===== src/rtl/fifo_async_rst_n.sv =====
// First-word-fall-through synchronous FIFO with valid/ready on both sides.
// Storage, pointers and occupancy clear asynchronously on async_rst_n low.
module fifo_async_rst_n #(
  parameter  int WIDTH = 4,
  parameter  int DEPTH = 4,
  localparam int CW    = $clog2(DEPTH + 1)
) (
  input  logic             clk,
  input  logic             async_rst_n,
  input  logic             in_valid,
  output logic             in_ready,
  input  logic [WIDTH-1:0] in_data,
  output logic             out_valid,
  input  logic             out_ready,
  output logic [WIDTH-1:0] out_data,
  output logic [CW-1:0]    count,
  output logic             full,
  output logic             empty
);

  localparam int PW = (DEPTH > 1) ? $clog2(DEPTH) : 1;

  // Handshake: a transfer happens on a rising edge where valid && ready on
  // that side; ready never depends on valid, and in_ready ignores out_ready.
  logic [WIDTH-1:0] mem [DEPTH];
  logic [PW-1:0]    wr_ptr;
  logic [PW-1:0]    rd_ptr;
  logic [PW-1:0]    wr_next;
  logic [PW-1:0]    rd_next;
  logic             push;
  logic             pop;

  assign full      = (count == CW'(DEPTH));
  assign empty     = (count == '0);
  assign in_ready  = !full && async_rst_n;
  assign out_valid = !empty;
  assign out_data  = mem[rd_ptr];

  assign push = in_valid && in_ready;
  assign pop  = out_valid && out_ready;

  // Explicit wrap so non-power-of-two depths work.
  assign wr_next = (wr_ptr == PW'(DEPTH - 1)) ? '0 : wr_ptr + PW'(1);
  assign rd_next = (rd_ptr == PW'(DEPTH - 1)) ? '0 : rd_ptr + PW'(1);

  always_ff @(posedge clk or negedge async_rst_n) begin
    if (!async_rst_n) begin
      wr_ptr <= '0;
      rd_ptr <= '0;
      count  <= '0;
      for (int i = 0; i < DEPTH; i++) begin
        mem[i] <= '0;
      end
    end else begin
      if (push) begin
        mem[wr_ptr] <= in_data;
        wr_ptr      <= wr_next;
      end
      if (pop) begin
        rd_ptr <= rd_next;
      end
      if (push && !pop) begin
        count <= count + CW'(1);
      end else if (pop && !push) begin
        count <= count - CW'(1);
      end
    end
  end

endmodule


===== config.mk =====
export PLATFORM = sky130hd
export DESIGN_NAME = fifo_async_rst_n
export DESIGN_NICKNAME = d
export VERILOG_FILES = /design/src/rtl/fifo_async_rst_n.sv
export SDC_FILE = /design/constraint.sdc
export NUM_CORES = 1
export LEC_CHECK = 0
export CORE_AREA = 5 5 65 79
export CTS_CLUSTER_SIZE = 10
export DETAILED_ROUTE_END_ITERATION = 10
export DIE_AREA = 0 0 70 84
export PLACE_DENSITY = 0.46
export REMOVE_ABC_BUFFERS = 1
export SLEW_MARGIN = 15
export SYNTH_ARGS = -nofsm -noshare
export SYNTH_HDL_FRONTEND = slang
export SYNTH_SLANG_ARGS = --single-unit

===== constraint.sdc =====
create_clock -name clk -period 2.6 [get_ports clk]
set_input_delay 0.78 -clock clk [delete_from_list [all_inputs] [get_ports clk]]
set_output_delay 0.78 -clock clk [all_outputs]
set_load 0.02 [all_outputs]

# [After elaboration in Yosys (flattened, before gate mapping)]
# Cells that the tools add are included.
[totals] register_bits=23 in_bits=8 wordCells=41
[classes] addsub=4 order_cmp=3 eq_ne=3 mux=10 bitwise=2 n_reduce_logical=12
[ops] cell="bitwise mux 16 bit" n=1
[ops] cell="2-to-1 mux 4 bit" n=3
[ops] cell="binary-select mux 4 bit (select 2 bit)" n=1
[ops] cell="demux 4 bit (select 2 bit)" n=1
[ops] cell="greater-or-equal comparator 3 bit, second input constant" n=2
[ops] cell="logical AND 1 bit" n=6
[ops] cell="2-to-1 mux 3 bit" n=2
[ops] cell="inverter 2 -> 3 bit" n=2
[ops] cell="adder 2 x 1 -> 2 bit, second input constant" n=2
[ops] cell="== test 2 bit, second input constant" n=2
[ops] cell="zero test 1 bit" n=4
[ops] cell="2-to-1 mux 2 bit" n=2
[ops] cell="adder 3 x 1 -> 3 bit, second input constant" n=1
[ops] cell="== test 3 bit, second input constant" n=1
[ops] cell="zero test 3 bit" n=1
[ops] cell="less-than comparator 3 x 1 -> 1 bit, second input constant" n=1
[ops] cell="subtractor 3 x 1 -> 3 bit, second input constant" n=1
[ops] cell="nonzero test 2 bit" n=1

# [Logic depth before layout (Yosys ltp)]
# Gate-level depths: netlist of the first run.
[depth] ltp_word=8 mapped_depth=8 ltp_nobuf=8

# [Least setup slack after synthesis of the first run]
# No wires, ideal clock.
[synth_timing] path_kind="reg-to-reg" start="register count[0]" end="register count[1]" setup_ps=125 arrival_time_ps=2132 required_time_ps=2475 slack_ps=343 path_stages_with_launch=7 path_buffers=0 synth_period_minus_slack_ps=2257 path_cell_list="dfrtp_1 nor3b_4 nor2_1 ha_1 inv_1 fa_1 mux2_2"
[synth_between] elab_chain_len=7
[synth_rtl] element="start, declared" line_no="16" source="output logic [CW-1:0] count,"
[synth_rtl] element="start signal, assigned" line_no="63" source="count <= count + CW'(1);"
[synth_rtl] element="start signal, assigned" line_no="65" source="count <= count - CW'(1);"
[synth_rtl] element="== test 3 bit (*)" line_no="33" source="assign full = (count == CW'(DEPTH));"
[synth_rtl] element="via full" line_no="17" source="output logic full,"
[synth_rtl] element="zero test 1 bit (*)" line_no="35" source="assign in_ready = !full && async_rst_n;"
[synth_rtl] element="logical AND 1 bit (*)" line_no="35"
[synth_rtl] element="logical AND 1 bit (*)" line_no="39" source="assign push = in_valid && in_ready;"
[synth_rtl] element="via push" line_no="30" source="logic push;"
[synth_rtl] element="zero test 1 bit" line_no="64" source="end else if (pop && !push) begin"
[synth_rtl] element="logical AND 1 bit" line_no="64"
[synth_rtl] element="nonzero test 2 bit (no source line)"
# The timed path passes the listed nets; every way through them passes the cells marked *. The select of a mux whose other input is x is not followed.
# A chain may end at the register's enable or synchronous reset.

# [Worst setup path in the final report of the first run]
[layout_timing] start="register rd_ptr[0]" end="output out_data[1]"
[layout_between] elab_chain_len=4
[layout_rtl] element="start, declared" line_no="27" source="logic [PW-1:0] rd_ptr;"
[layout_rtl] element="start signal, assigned" line_no="60" source="rd_ptr <= rd_next;"
[layout_rtl] element="inverter 2 -> 3 bit (implied by the code)" line_no="37" source="assign out_data = mem[rd_ptr];"
[layout_rtl] element="binary-select mux 4 bit (select 2 bit)" line_no="37"
[layout_rtl] element="2-to-1 mux 4 bit (implied by the code) (2 in series)" line_no="37"
[layout_rtl] element="end, declared" line_no="15" source="output logic [WIDTH-1:0] out_data,"
# No other way between the ends. The select of a mux whose other input is x is not followed.

==> qor.yml, run 1 <==
status: "finished, final reports clean"
drive_gt1_share_pct: 43.64
antenna_cells: 0
crit_required_ps: 1820
crit_type: "reg -> out"
synth_seq_area_share_pct: 50.27
cts_tree: "done"
seqCellArea_sq_um: 576.8
grt_usage_pct: 8.431
dp_hpwl_um: 1725
synth_compound_gate_area_share_pct: 0.6557
setup_viol: 0
dieArea_sq_um: 5880
syn_area_per_cell_sq_um: 15.06
leakagePower_uw: 0.0006924
fp.dieW_um: 70
gp_congestion: 0.7033
vdd_drop_max_mv: 0.3811
synth_enable_flop_cells: 0
async_flop_share_pct: 100.0
synth_top_area_cell: "dfrtp_1"
power.density_nw_per_um2: 1190
design_area_sq_um: 1548
critPathArrivalTime_ps: 1710
cts_buffer_depth: 2
setup_ws_ps: 112.2
fillers: 455
syn_inst: 76
multi_input_area_sq_um: 553.0
synth_top_area_share_pct: 50.27
relSlewSlack_pct: 82.95
path_max_fanout: 3
yosys.cell_count.top_type: "dfrtp_1"
routed_wl_um: 2294
yosysWarnings: 0
start_util_pct: 26.07
grt_start_max_net_pins: 19
synth.distinct_cells: 17
cts_max_level: 1
first_pass_iters: 2
netlist_top_cells_count: "dfrtp_1 (23), mux2_2 (20), ha_1 (6)"
ioPinCount: 19
synthMuxAreaShare_pct: 27.54
period_share_pct: 95.68
cts.sinks: 23
drt_iter0_drc: 28
cts_root_buffer: "clkbuf_8"
cts_buffers: 3
slew_viol_final: 0
synth_adder_area_share_pct: 8.306
synth_seq_cells: 23
synth_xor_xnor_area_share_pct: 2.295
row_count: 27
synth_top_family_by_area: "multiplexers"
place_ws_ps: -262.9
nets: 126
synth_ff_type: "dfrtp_1"
clk_latency_ps: 260
detailroute.via_count: 725
drv_cap: 0
skew_ps: 5.479
core_area_sq_um: 4392
ys_top_cells_by_area: "dfrtp_1 (50%), mux2_2 (20%), mux4_2 (7.9%)"
min_period_ps: 2488
fmax_ghz: 0.4020
grt_pass1_wl_um: 3877
holdWs_ps: 486.1
synthSimpleGateAreaFrac_pct: 9.290
tightest_slew_ps: 255.7
grt_pass1_vias: 805
ant_nets: 0
antenna_found_initial: 0
grt.overflow.total: 0
die-height_um: 84
rsz0062_at_grt: "false"
hp-class: "in -> async"
hold_viol: 0
start_kind: "register"
avgViaCountPerCell: 4.315
path_clk_slew_ps: 80
io_buffers: 18
placed_area_sq_um: 1476
synthesis.area_sq_um: 1145
area_delta_synth_final_pct: 35.19
end_kind: "output pin"
wl_per_cell_um: 13.65
drc_errors: 0
[worst max-delay path: stages (launching register included)]
cell	delay (ps)
dfrtp_2	410
mux4_2	500
clkdlybuf4s50_1	550
[cell usage in the layout, fill, tap and decap left out, drive strengths merged, types with 2 or more instances in the layout]
cell	Yosys	routed
dfrtp	23	23
mux2	20	20
clkdlybuf4s50	0	13
buf	0	13
ha	6	6
nor3b	5	5
inv	4	4
mux4	4	4
clkbuf	1	3
nor2	3	3
nand2	2	2
xor2	2	2
dlymetal6s2s	0	2
dlygate4sd2	0	2
[worst paths after layout]
check	from	end	slack, ps	depth (start not counted)
max in group asynchronous	async_rst_n	rd_ptr[0]	1800	2
hold / removal	async_rst_n	count[1]	490	2
min in group clk	mem[7]	mem[7]	500	1
hold reg to reg	mem[7]	mem[7]	500	1
setup / recovery	rd_ptr[0]	out_data[1]	110	2
setup reg to reg	count[1]	count[2]	480	8
[flip-flops by register name, summed over array words and instances (netlist names)]
register and count:
count 3, mem 16, wr_ptr 2, rd_ptr 2
[timing repair]
item | CTS | global route
gates resized for setup | 4 | 5
hold buffers | 0 | 0
buffers inserted | 1 | 1
setup endpoints to repair | 5 | 6
[layout make-up]
cell class,count,share of cell area (%)
sequential,23,37.27
multi-input combinational,48,35.73
clock buffer,3,2.668
tap,58,4.689
inverter,4,0.9701
timing repair buffer,31,18.35
clock inverter,1,0.3234
[logic make-up after synthesis]
family	Yosys count
simple gates	13
flops	23
mux	24
fa+ha+maj	7
compound gates	1
xor+xnor	3
buf+inv	5
[per-layer routing]
| layer | part of all wire (%) | routed length [um] | vias to the layer above | track usage [%] |
|---|---|---|---|---|
| li1 | - | - | 336 | - |
| met1 | 44 | 1007 | 371 | 10.42 |
| met2 | 51 | 1166 | 16 | 14.27 |
| met3 | 4.6 | 106 | 2 | 2.169 |
| met4 | 0.61 | 14 | 0 | 2.613 |
| met5 | 0 | 0 | - | 0 |
[power breakdown]
| part | internal [uW] | switching [uW] | leakage (uW) |
|---|---|---|---|
| clock | 107 | 111 | 0.0000255 |
| combinational | 551 | 402 | 0.000392 |
| sequential | 542 | 129 | 0.000275 |
| total | 1200 | 643 | 0.000692 |
[stage by stage]
step / utilization, % / setup TNS, ps / instances / total power, uW
2_1_floorplan: - / 0 / 75 / 1260
3_3_place_gp: 33.62 / -714.8 / 162 / 1632
3_5_place_dp: 33.62 / -715.4 / 162 / 1651
4_1_cts: 34.79 / 0 / 167 / 1863
5_1_grt: 35.24 / 0 / 168 / 1981
6_report: 35.24 / 0 / 168 / 1842
(Power assumes the default switching activity.)
==> run 2, diff against run 1 <==
Settings changed: ABC_AREA set to 1, CORE_AREA 5 5 65 79 to 5 5 67 81, DIE_AREA 0 0 70 84 to 0 0 72 86, PLACE_DENSITY 0.46 to unset.
==> qor.yml, run 2 <==
cts_max_level: 1  # unchanged
synthesis.area_sq_um: 1242  # was 1145 sq um
synth.distinct_cells: 21  # was 17
period_share_pct: 94.85  # was 95.68%
r2r-start: "count[0]"  # was count[1]
pwr-share-seq_pct: 36.9  # was 36.5%
reg_top3: "mem: 16 flops, count: 3 flops"  # unchanged
grt.overflow.total: 0  # unchanged
critPathArrivalTime_ps: 1690  # was 1710 ps
die-height_um: 86  # was 84 um
end_kind: "output pin"  # unchanged
syn_area_per_cell_sq_um: 8.569  # was 15.06 sq um
cts_buffer_depth: 2  # unchanged
drv_cap: 0  # unchanged
hp-class: "reg -> reg"  # was in -> async
first_pass_iters: 4  # was 2
status: "finished, final reports clean"  # unchanged
dieArea_sq_um: 6192  # was 5880 sq um
avgViaCountPerCell: 4.548  # was 4.315
synth_enable_flop_cells: 0  # unchanged
cpMaxStageDelayCell: "clkdlybuf4s50_1"  # unchanged
p_clk_share_pct: 11.5  # was 11.8%
grt_pass1_wl_um: 4912  # was 3877 um
p_comb_share_pct: 51.6  # was 51.7%
power.density_nw_per_um2: 1199  # was 1190 nW/um^2
crit_required_ps: 1820  # about the same
slew_viol_final: 0  # unchanged
detailroute.via_count: 1037  # was 725
min_period_ps: 2466  # was 2488 ps
fillers: 497  # was 455
fp.dieW_um: 72  # was 70 um
ant_nets: 0  # unchanged
fmax_ghz: 0.4055  # was 0.4020 GHz
yosys.cell_count.top_type: "nand2_1"  # was dfrtp_1
cts_buffers: 3  # unchanged
rsz0062_at_grt: "false"  # unchanged
core_area_sq_um: 4527  # was 4392 sq um
path_max_fanout: 2  # was 3
leakagePower_uw: 0.0008337  # was 0.0006924 uW
path_cells: "clkdlybuf4s50_1, inv_2, a21oi_4, clkbuf_2"  # was mux4_2, clkdlybuf4s50_1
rr_worst_depth: 11  # was 8
crit_end: "in_ready"  # was out_data[1]
drt_iter0_drc: 86  # was 28
setup_viol: 0  # unchanged
synth_seq_area_share_pct: 46.32  # was 50.27%
design_area_sq_um: 1575  # was 1548 sq um
final_cell_mix: "nand2_1 (42), dfrtp_1 (23), nand4_1 (20)"  # was dfrtp_1 (22), mux2_2 (20), clkdlybuf4s50_1 (13)
crit_type: "in -> out"  # was reg -> out
drive_gt1_share_pct: 11.18  # was 43.64%
p_sw_share_pct: 43.12  # was 34.87%
dp_hpwl_um: 2207  # was 1725 um
netlist_top_cells_count: "nand2_1 (42), dfrtp_1 (23), nand4_1 (20), nor2_1 (12), inv_1 (11)"  # was dfrtp_1 (23), mux2_2 (20), ha_1 (6)
cts.sinks: 23  # unchanged
async_flop_share_pct: 100.0  # unchanged
hold_viol: 0  # unchanged
antenna_found_initial: 0  # unchanged
drc_errors: 0  # unchanged
synth_top_area_share_pct: 46.32  # was 50.27%
largest-register: "mem"  # unchanged
switchingPower_uw: 814.6  # was 642.5 uW
start_kind: "input port"  # was register
row_count: 27  # unchanged
synth_ff_type: "dfrtp_1"  # unchanged
cpPeakStageDelay_ps: 500  # was 550 ps
routed_wl_um: 2824  # was 2294 um
p_int_uw: 1075  # was 1200 uW
cts_tree: "done"  # unchanged
gp_congestion: 0.7529  # was 0.7033
grt_usage_pct: 10.03  # was 8.431%
tightest_slew_ps: 334.0  # was 255.7 ps
placed_area_sq_um: 1508  # was 1476 sq um
clk_latency_ps: 260  # about the same
r2r_setup_slack_ps: 630  # was 480 ps
grt_start_max_net_pins: 28  # was 19
cts_root_buffer: "clkbuf_8"  # unchanged
startpoint: "async_rst_n"  # was rd_ptr[0]
yosysWarnings: 0  # unchanged
ys_top_cells_by_area: "dfrtp_1 (46%), nand2_1 (13%), nand4_1 (10%)"  # was dfrtp_1 (50%), mux2_2 (20%), mux4_2 (7.9%)
antenna_cells: 0  # unchanged
setup-tns-final_ps: 0  # unchanged
synth_top_area_cell: "dfrtp_1"  # unchanged
nets: 186  # was 126
io_buffers: 18  # unchanged
skew_ps: 3.525  # was 5.479 ps
largest_reg_flops: 16  # unchanged
relSlewSlack_pct: 77.73  # was 82.95%
final_common_cell: "nand2_1"  # was dfrtp_1
syn_inst: 145  # was 76
ioPinCount: 19  # unchanged
area_delta_synth_final_pct: 26.79  # was 35.19%
synth_seq_cells: 23  # unchanged
start_util_pct: 27.45  # was 26.07%
path_clk_slew_ps: 80  # about the same
worstReg2RegEnd: "count[2]"  # unchanged
wl_per_cell_um: 12.39  # was 13.65 um
grt_pass1_vias: 1037  # was 805
vdd_drop_max_mv: 0.4539  # was 0.3811 mV
==> run 2: cell count changes in the layout (fill, tap and decap cells not counted), sizes merged, moves of 4 or more <==
| cell | previous run | this run |
|---|---|---|
| inv | 4 | 12 |
| buf | 13 | 8 |
| mux4 | 4 | 0 |
| nor3b | 5 | 0 |
| nand4 | 0 | 20 |
| nor2 | 3 | 13 |
| o21ai | 0 | 8 |
| nand2 | 2 | 45 |
| mux2 | 20 | 0 |
| o22ai | 0 | 4 |
==> run 2: worst max-delay path: cells and delay by family <==
family                 cells  cell delay (ps)
buffers and inverters      3              760
AOI/OAI and AO/OA          1              150
==> run 2: per-layer routing <==
metal / vias to the layer above / wire, um / GRT usage, % / share of wire, %
met1: 481 / 1384 / 14.06 / 49
met4: 0 / 14 / 2.564 / 0.50
met3: 2 / 86 / 1.641 / 3.0
met2: 16 / 1338 / 15.97 / 47
met5: - / 0 / 0 / 0
li1: 538 / - / - / -
==> run 2: final cells by class <==
| type | instances | area [sq um] | area share, % |
|---|---|---|---|
| sequential | 23 | 575.6 | 36.54 |
| timing repair buffer | 26 | 255.2 | 16.20 |
| multi-input combinational | 105 | 581.8 | 36.93 |
| tap | 58 | 72.57 | 4.607 |
| clock buffer | 4 | 45.04 | 2.859 |
| inverter | 12 | 45.04 | 2.859 |
==> run 2: metrics by stage <==
step	worst slack [ps]	cells	utilization, %	total power (uW)	hold slack, ps
finish	134.0	228	34.80	1889	485.4
global route	28.95	228	34.80	2070	510.9
CTS	-3.512	227	34.30	1923	486.1
detailed placement	-290.6	223	33.31	1698	467.1
global placement	-327.1	223	33.31	1679	466.2
floorplan	271.7	140	-	1281	444.2
==> run 2: what timing repair did <==
item                       in CTS  in global routing
hold buffers                    0                  0
buffers inserted                0                  1
setup endpoints to repair       6                  7
resized for setup               3                  8
==> run 2: worst min path at each step <==
stage          endpoint  slack, ps  depth (start not counted)     from
5_1_grt         mem[10]        510                          2  mem[10]
3_5_place_dp    mem[10]        470                          2  mem[10]
3_3_place_gp     mem[7]        470                          2   mem[7]
4_1_cts         mem[10]        490                          2  mem[10]
2_1_floorplan    mem[4]        440                          2   mem[4]
6_report         mem[7]        490                          2   mem[7]
==> run 2: cell families after synthesis <==
| group | Yosys count | share of synthesized area [%] |
|---|---|---|
| simple gates | 81 | 30.41 |
| flops | 23 | 46.32 |
| buf+inv | 17 | 6.848 |
| compound gates | 15 | 7.352 |
| xor+xnor | 2 | 1.410 |
| fa+ha+maj | 7 | 7.653 |
==> run 2: power by group through the flow <==
stage	logic (uW)	registers, uW	clock network, uW
2_1_floorplan	601	681	0
3_3_place_gp	976	703	0
3_5_place_dp	991	707	0
4_1_cts	993	701	229
5_1_grt	1110	724	241
6_report	975	696	218
